## config.mk

```make
export PLATFORM = sky130hd
export DESIGN_NAME = div8_seq_ctrl
export DESIGN_NICKNAME = d
export VERILOG_FILES = /design/src/rtl/div8_seq_ctrl.sv
export SDC_FILE = /design/constraint.sdc
export NUM_CORES = 1
export LEC_CHECK = 0
export CELL_PAD_IN_SITES_DETAIL_PLACEMENT = 1
export CELL_PAD_IN_SITES_GLOBAL_PLACEMENT = 1
export CORE_ASPECT_RATIO = 0.7
export CORE_UTILIZATION = 43
export CTS_CLUSTER_SIZE = 28
export DETAILED_ROUTE_END_ITERATION = 10
export GPL_TIMING_DRIVEN = 0
export PLACE_DENSITY = 0.92
export SLEW_MARGIN = 15
export SYNTH_ARGS = -nofsm -noshare
export SYNTH_HDL_FRONTEND = slang
export SYNTH_SLANG_ARGS = --single-unit
export TNS_END_PERCENT = 100
```

## constraint.sdc

```tcl
create_clock -name clk -period 6.25 [get_ports clk]
set_clock_uncertainty 0.1 [all_clocks]
set_input_delay 1.875 -clock clk [delete_from_list [all_inputs] [get_ports clk]]
set_output_delay 1.875 -clock clk [all_outputs]
set_load 0.02 [all_outputs]
```

## src/rtl/div8_seq_ctrl.sv

```systemverilog
// Sequential unsigned restoring divider controller: DVD_W-bit dividend by DVS_W-bit divisor,
// one quotient bit per cycle through a shared external DVS_W-bit subtractor.
module div8_seq_ctrl #(
  parameter int unsigned DVD_W = 8,
  parameter int unsigned DVS_W = 4
) (
  input  logic             clk,
  input  logic             rst_n,
  input  logic             start_i,
  input  logic [DVD_W-1:0] dividend_i,
  input  logic [DVS_W-1:0] divisor_i,
  output logic [DVS_W-1:0] sub_a_o,
  output logic [DVS_W-1:0] sub_b_o,
  input  logic [DVS_W-1:0] sub_dif_i,
  output logic             busy_o,
  output logic             done_o,
  output logic             err_o,
  output logic [DVD_W-1:0] quotient_o,
  output logic [DVS_W-1:0] remainder_o
);

  localparam int unsigned CntW = $clog2(DVD_W);

  typedef enum logic [1:0] {StIdle, StRun, StDone} state_e;

  state_e             state_q;
  logic [DVD_W-1:0]   dvd_q;
  logic [DVS_W-1:0]   dvs_q;
  logic [DVS_W-1:0]   rem_q;
  logic [DVD_W-1:0]   q_q;
  logic [CntW-1:0]    cnt_q;
  logic               busy_q;
  logic               done_q;
  logic               err_q;
  logic [DVD_W-1:0]   quotient_q;
  logic [DVS_W-1:0]   remainder_q;

  logic [DVS_W:0]     s;
  logic               ge;
  logic [DVS_W-1:0]   rem_nxt;
  logic [DVD_W-1:0]   q_nxt;

  assign s = {rem_q, dvd_q[cnt_q]};

  always_comb begin
    // A set carry bit means s already exceeds any DVS_W-bit divisor, and the true
    // difference fits in DVS_W bits, so the wrapped subtractor result is exact.
    ge      = s[DVS_W] | (s[DVS_W-1:0] >= dvs_q);
    rem_nxt = ge ? sub_dif_i : s[DVS_W-1:0];
    q_nxt   = q_q;
    q_nxt[cnt_q] = ge;
    sub_a_o = '0;
    sub_b_o = '0;
    if (state_q == StRun) begin
      sub_a_o = s[DVS_W-1:0];
      sub_b_o = dvs_q;
    end
  end

  always_ff @(posedge clk or negedge rst_n) begin
    if (!rst_n) begin
      state_q     <= StIdle;
      dvd_q       <= '0;
      dvs_q       <= '0;
      rem_q       <= '0;
      q_q         <= '0;
      cnt_q       <= '0;
      busy_q      <= 1'b0;
      done_q      <= 1'b0;
      err_q       <= 1'b0;
      quotient_q  <= '0;
      remainder_q <= '0;
    end else begin
      unique case (state_q)
        StIdle, StDone: begin
          done_q  <= 1'b0;
          state_q <= StIdle;
          if (start_i) begin
            if (divisor_i != '0) begin
              dvd_q   <= dividend_i;
              dvs_q   <= divisor_i;
              rem_q   <= '0;
              q_q     <= '0;
              cnt_q   <= CntW'(DVD_W - 1);
              err_q   <= 1'b0;
              busy_q  <= 1'b1;
              state_q <= StRun;
            end else begin
              err_q       <= 1'b1;
              quotient_q  <= '1;
              remainder_q <= dividend_i[DVS_W-1:0];
              done_q      <= 1'b1;
              state_q     <= StDone;
            end
          end
        end
        StRun: begin
          rem_q <= rem_nxt;
          q_q   <= q_nxt;
          if (cnt_q == '0) begin
            quotient_q  <= q_nxt;
            remainder_q <= rem_nxt;
            busy_q      <= 1'b0;
            done_q      <= 1'b1;
            state_q     <= StDone;
          end else begin
            cnt_q <= cnt_q - 1'b1;
          end
        end
        default: state_q <= StIdle;
      endcase
    end
  end

  assign busy_o      = busy_q;
  assign done_o      = done_q;
  assign err_o       = err_q;
  assign quotient_o  = quotient_q;
  assign remainder_o = remainder_q;

endmodule
```

==> flow_summary_export.csv, run 1 <==
group,metric,value,unit
outcome,outcome,"finished clean",
finish,postLayoutCoreUtil,57.96,%
floorplanning,die_w,87.95,um
synthesis,syn-cell-area,2223,um^2
synthesis,ys_seq_area_share,49.52,%
cts,cts_setup_buffers,0,
cts,insertion_delay,0.31,ns
detailed_routing,ant_nets,0,
critical_path,cp-end-kind,"output port",
cts,cts_buffer_depth,2,
sta,rsz0062_at_grt,"no",
floorplanning,core,4887,um^2
global_route,grt_pass1_vias,1930,
finish,multi_input_area,1018,um^2
cts,numCtsBuffers,5,
cts,hold_buffers,0,
detailed_routing,viasPerCell,5.433,
synthesis,ys.flop_type,"dfrtp_1",
detailed_routing,vias,1869,
power_and_ir_drop,leakage,0.001265,uW
placed_design,routabilityCongestion,0.8076,
sta,final_max_slew_viol_count,0,
finish,mostFrequentLayoutCells,"44 x dfrtp_1, 40 x clkdlybuf4s50_1, 30 x nand2_1",
detailed_routing,post_drt_wl_per_cell,17.66,um
critical_path,crit_arrival,2.45,ns
global_route,overflow,0,
critical_path,cp-start-kind,"flip-flop",
detailed_routing,drt_iter0_drc,117,
sta,finalCritPeriodShare,70.80,%
synthesis,ys_ff_latch,44,
sta,setup_viol,0,
finish,drive_gt1_share,12.36,%
cts,clk_pin_slew_worst_paths,0.09,ns
cts,cts_tree,"done",
critical_path,critPathKind,"reg2out",
finish,fillCellCount,574,
cts,cts_resized,0,
sta,setup_tns,0,ns
critical_path,cp_max_fo,10,
finish,final_nets,299,
global_route,grt_antenna_before_repair,0,
power_and_ir_drop,power.density,574.2,nW/um^2
placed_design,port_buffers,41,
synthesis,syn_nets,250,
synthesis,synth_area_per_cell,9.882,um^2
hold_path,hold_class,"reg2reg",
sta,period_minus_slack,4.425,ns
sta,fmax,226.0,MHz
floorplanning,io_pins,42,
synthesis,synth_edf_count,0,
synthesis,synth-async-reset-ratio,100.0,%
detailed_routing,drc_errors,0,
cts,htreeDepth,2,
cts,cts_sinks,44,
synthesis,synth_area_leader_cell,"dfrtp_1",
synthesis,synth_top_area_share,49.52,%
finish,final_common_cell,"dfrtp_1",
placed_design,dpl.hpwl,4513,um
finish,seqCellArea,1101,um^2
detailed_routing,drt-pass1-iter-count,4,
synthesis,synthTopCellsByArea,"dfrtp_1 50%, nand2_1 5.1%, mux2_2 4.6%, mux2i_1 4.5%, nor2_1 4.2%",
floorplanning,start_util,45.49,%
finish,area_delta_synth_final,27.41,%
synthesis,postSynthCellCount,225,
critical_path,cp_data_required_time,4.28,ns
floorplanning,die_h,62.16,um
synthesis,synth_cell_types,44,
synthesis,yosysWarnings,0,
sta,setup_slack,1.825,ns
sta,relSlewSlack,59.28,%
sta,hold_viol,0,
power_and_ir_drop,p_total,1627,uW
sta,worst_pin_slew,0.6086,ns
cts,root_buffer,"clkbuf_8",
finish,stdcell_area,2833,um^2
global_route,grt_use_total,23.95,%
floorplanning,rows,21,
placed_design,pre_cts_ws,2.171,ns
floorplanning,die_area,5467,um^2
power_and_ir_drop,ir_worst_vdd,0.2313,mV
run,maxCapViolCount,0,
detailed_routing,routed_wl,6074,um
global_route,grt_max_degree,31,
global_route,grt_pass1_wl,9846,um
finish,antennaDiodeCount,0,
placed_design,place_area,2735,um^2
-- final timing paths --
check / cells past startpoint / start / end / slack (ns)
max: 6 / cnt_q[0] / sub_a_o[0] / 1.83
min in group asynchronous: 1 / rst_n / q_q[1] / 1.38
max in group asynchronous: 2 / rst_n / dvd_q[1] / 4.18
max reg2reg: 10 / cnt_q[0] / q_q[1] / 3.08
min reg2reg: 1 / busy_o / busy_o / 0.39
min: 1 / busy_o / busy_o / 0.39
-- cell usage after synthesis, types with 2 or more instances --
cell type and number:
mux2i_1 10, o31ai_1 3, inv_1 11, a211o_1 3, clkbuf_1 4, nand2_1 30
dfrtp_1 44, a21oi_1 11, nand2b_1 4, o21ai_0 13, nor3_1 3, nor4b_1 2
o211ai_1 2, a21o_1 5, nor2b_1 2, buf_2 5, nand3_1 4, o22ai_1 3
ha_1 6, mux2_2 9, nor4_1 2, o22a_2 3, nor2_1 25
-- where the power goes --
group,leakage (uW),internal (uW),total (uW),switching [uW]
clock network,0.0000434,89.6,194,104
registers,0.000524,415,500,84.9
logic,0.000698,402,933,532
-- registers in the layout (all words and copies together), names as in the netlist --
name	cells
dvd_q	8
remainder_o	4
done_o	1
rem_q	4
busy_o	1
err_o	1
q_q	8
cnt_q	3
quotient_o	8
dvs_q	4
state_q	2
-- metal layers --
metal | vias to the layer above | global-route usage, % | wire, um
met5 | - | 0 | 0
met4 | 0 | 5.123 | 52
met3 | 7 | 3.723 | 185
met2 | 36 | 37.21 | 2815
met1 | 943 | 35.26 | 3021
li1 | 883 | - | -
-- critical path: stages (launching register included) --
cell and delay, ns:
dfrtp_1 0.49, clkbuf_1 0.37, nand2_1 0.16, o211ai_1 0.29
nor3_1 0.11, nor2_1 0.11, clkdlybuf4s50_1 0.61
-- logic make-up (layout without fill, tap and decap cells) --
kind of cell	after synthesis	after routing	synth area share, %
flops	44	44	49.52
compound gates	50	50	15.14
buf+inv	23	73	4.670
mux	19	19	9.061
simple gates	83	83	18.23
fa+ha+maj	6	6	3.376
-- cell type report --
class	count	share of cell area, %
multi-input combinational	158	35.95
clock buffer	6	2.915
buffer	12	2.208
sequential	44	38.87
tap	69	3.048
inverter	11	1.458
timing repair buffer	42	15.02
clock inverter	2	0.5300
-- stage by stage --
stage / hold WS (ns) / instances
final: 0.3888 / 344
after global routing: 0.4119 / 344
after CTS: 0.3947 / 344
after detailed placement: 0.3650 / 336
after global placement: 0.3688 / 335
after floorplan: 0.3509 / 225
(Power assumes the default switching activity.)
==> run 2: changes to the inputs <==
--- a/config.mk
+++ b/config.mk
@@ -8,11 +8,11 @@
 export CELL_PAD_IN_SITES_DETAIL_PLACEMENT = 1
 export CELL_PAD_IN_SITES_GLOBAL_PLACEMENT = 1
 export CORE_ASPECT_RATIO = 0.7
-export CORE_UTILIZATION = 43
+export CORE_UTILIZATION = 36
 export CTS_CLUSTER_SIZE = 28
 export DETAILED_ROUTE_END_ITERATION = 10
 export GPL_TIMING_DRIVEN = 0
-export PLACE_DENSITY = 0.92
+export PLACE_DENSITY = 0.83
 export SLEW_MARGIN = 15
 export SYNTH_ARGS = -nofsm -noshare
 export SYNTH_HDL_FRONTEND = slang
==> constraint.sdc (replaced) <==
create_clock -name clk -period 3.8 [get_ports clk]
set_clock_uncertainty 0.1 [all_clocks]
set_input_delay 1.14 -clock clk [delete_from_list [all_inputs] [get_ports clk]]
set_output_delay 1.14 -clock clk [all_outputs]
set_load 0.02 [all_outputs]
==> flow_summary_export.csv, run 2 (synthesis results as in run 1) <==
group,metric,value,unit
sta,period_minus_slack,3.663,ns
critical_path,cp-end-kind,"output port",
cts,cts_tree,"done",
placed_design,routabilityCongestion,0.8057,
global_route,grt_use_total,21.32,%
placed_design,dpl.hpwl,4556,um
sta,setup_tns,0,ns
cts,numCtsBuffers,5,
critical_path,cp-startpoint,"cnt_q[2]",
critical_path,r2r-start,"cnt_q[2]",
finish,antennaDiodeCount,0,
run,maxCapViolCount,0,
power_and_ir_drop,ir_worst_vdd,0.3388,mV
global_route,grt_pass1_wl,10210,um
detailed_routing,wl_met1,3109,um
detailed_routing,wl_met3,274,um
cts,root_buffer,"clkbuf_8",
finish,final_common_cell,"dfrtp_1",
cts,hold_buffers,0,
global_route,grt_antenna_before_repair,0,
critical_path,critPathKind,"reg2out",
critical_path,r2r-end,"q_q[6]",
finish,area_delta_synth_final,27.46,%
sta,hold_viol,0,
detailed_routing,ant_nets,0,
power_and_ir_drop,leakage,0.001270,uW
critical_path,crit_arrival,2.42,ns
floorplanning,die_h,67.75,um
sta,worst_pin_slew,0.6019,ns
cts,cts_buffer_depth,2,
critical_path,crit_end,"sub_a_o[0]",
outcome,outcome,"finished clean",
detailed_routing,drc_errors,0,
floorplanning,io_pins,42,
floorplanning,die_w,95.93,um
sta,rsz0062_at_grt,"no",
floorplanning,die_area,6499,um^2
sta,relSlewSlack,59.87,%
sta,setup_viol,0,
sta,finalCritPeriodShare,96.40,%
cts,cts_sinks,44,
detailed_routing,viasPerCell,5.243,
detailed_routing,highest_layer,"met4",
finish,final_nets,299,
cts,insertion_delay,0.29,ns
detailed_routing,drt-pass1-iter-count,4,
placed_design,dp.cells,342,
detailed_routing,post_drt_wl_per_cell,17.65,um
sta,final_max_slew_viol_count,0,
detailed_routing,vias,1835,
floorplanning,start_util,38.06,%
floorplanning,core,5842,um^2
finish,fillCellCount,678,
critical_path,rrSetupSlack,0.63,ns
hold_path,hold_class,"reg2reg",
floorplanning,rows,23,
cts,htreeDepth,2,
critical_path,cp-start-kind,"flip-flop",
sta,fmax,273.0,MHz
cts,clk_pin_slew_worst_paths,0.08,ns
power_and_ir_drop,power.density,944.8,nW/um^2
critical_path,cp_data_required_time,2.56,ns
placed_design,port_buffers,41,
detailed_routing,drt_iter0_drc,96,
finish,postLayoutCoreUtil,48.51,%
critical_path,cp_max_fo,10,
global_route,grt_max_degree,30,
critical_path,r2r_cells,10,
finish,final_cells,350,
global_route,grt_pass1_vias,1944,
detailed_routing,routed_wl,6176,um
detailed_routing,dr_wl_met2,2753,um
finish,drive_gt1_share,12.00,%
global_route,overflow,0,
finish,mostFrequentLayoutCells,"44 x dfrtp_1, 40 x clkdlybuf4s50_1, 30 x nand2_1",
[run 2: routing by layer]
layer,vias to the layer above,GRT usage [%]
met3,5,3.941
met1,903,29.66
met2,43,35.00
met4,0,4.104
li1,884,-
met5,-,0
[run 2: final cells by class]
type                       count  area (um^2)  share of cell area (%)
sequential                    44         1101                   38.85
inverter                      11        41.29                   1.457
timing repair buffer          42        425.4                   15.01
tap                           75        93.84                   3.311
multi-input combinational    158         1018                   35.94
clock buffer                   8        90.09                   3.179
buffer                        12        63.81                   2.252
[run 2: what timing repair did]
action,4_1_cts,5_1_grt
setup endpoints to repair,0,1
setup buffers,0,0
resized for setup,0,2
[run 2: critical path: stages, from the launching register on]
cell and delay, ns:
dfrtp_1 0.38, buf_2 0.17, or4b_1 0.52, o211ai_1 0.18, nor3_1 0.14, nor2_1 0.13, clkdlybuf4s50_1 0.62
[run 2: power by group]
group	total, uW	switching, uW	internal [uW]	leakage, uW
sequential	817	134	682	0.000524
combinational	1560	894	661	0.000701
clock	305	157	149	0.0000455
total	2680	1190	1490	0.00127
[run 2: through the flow]
step | hold slack, ns | power (uW) | worst slack [ns] | cell area [um^2]
after CTS | 0.3958 | 2693 | 0.06451 | 2833
final | 0.3883 | 2678 | 0.1370 | 2834
after global placement | 0.3708 | 2292 | 0.2739 | 2728
after floorplan | 0.3509 | 1786 | 1.030 | 2223
after detailed placement | 0.3658 | 2363 | 0.4085 | 2743
after global routing | 0.4261 | 2882 | 0.05134 | 2834
[run 2: worst min path at each step]
stage / from / cells past startpoint / endpoint
after floorplan: rem_q[3] / 1 / rem_q[3]
after global placement: busy_o / 1 / busy_o
after detailed placement: busy_o / 1 / busy_o
after CTS: busy_o / 1 / busy_o
after global routing: rem_q[2] / 1 / rem_q[2]
final: busy_o / 1 / busy_o
==> run 3: changes to the inputs <==
--- a/config.mk
+++ b/config.mk
@@ -13,6 +13,7 @@
 export DETAILED_ROUTE_END_ITERATION = 10
 export GPL_TIMING_DRIVEN = 0
 export PLACE_DENSITY = 0.83
+export SKIP_LAST_GASP = 1
 export SLEW_MARGIN = 15
 export SYNTH_ARGS = -nofsm -noshare
 export SYNTH_HDL_FRONTEND = slang
==> results of run 3 <==
Same layout as run 2: the final DEF is identical, and so are final timing and power.
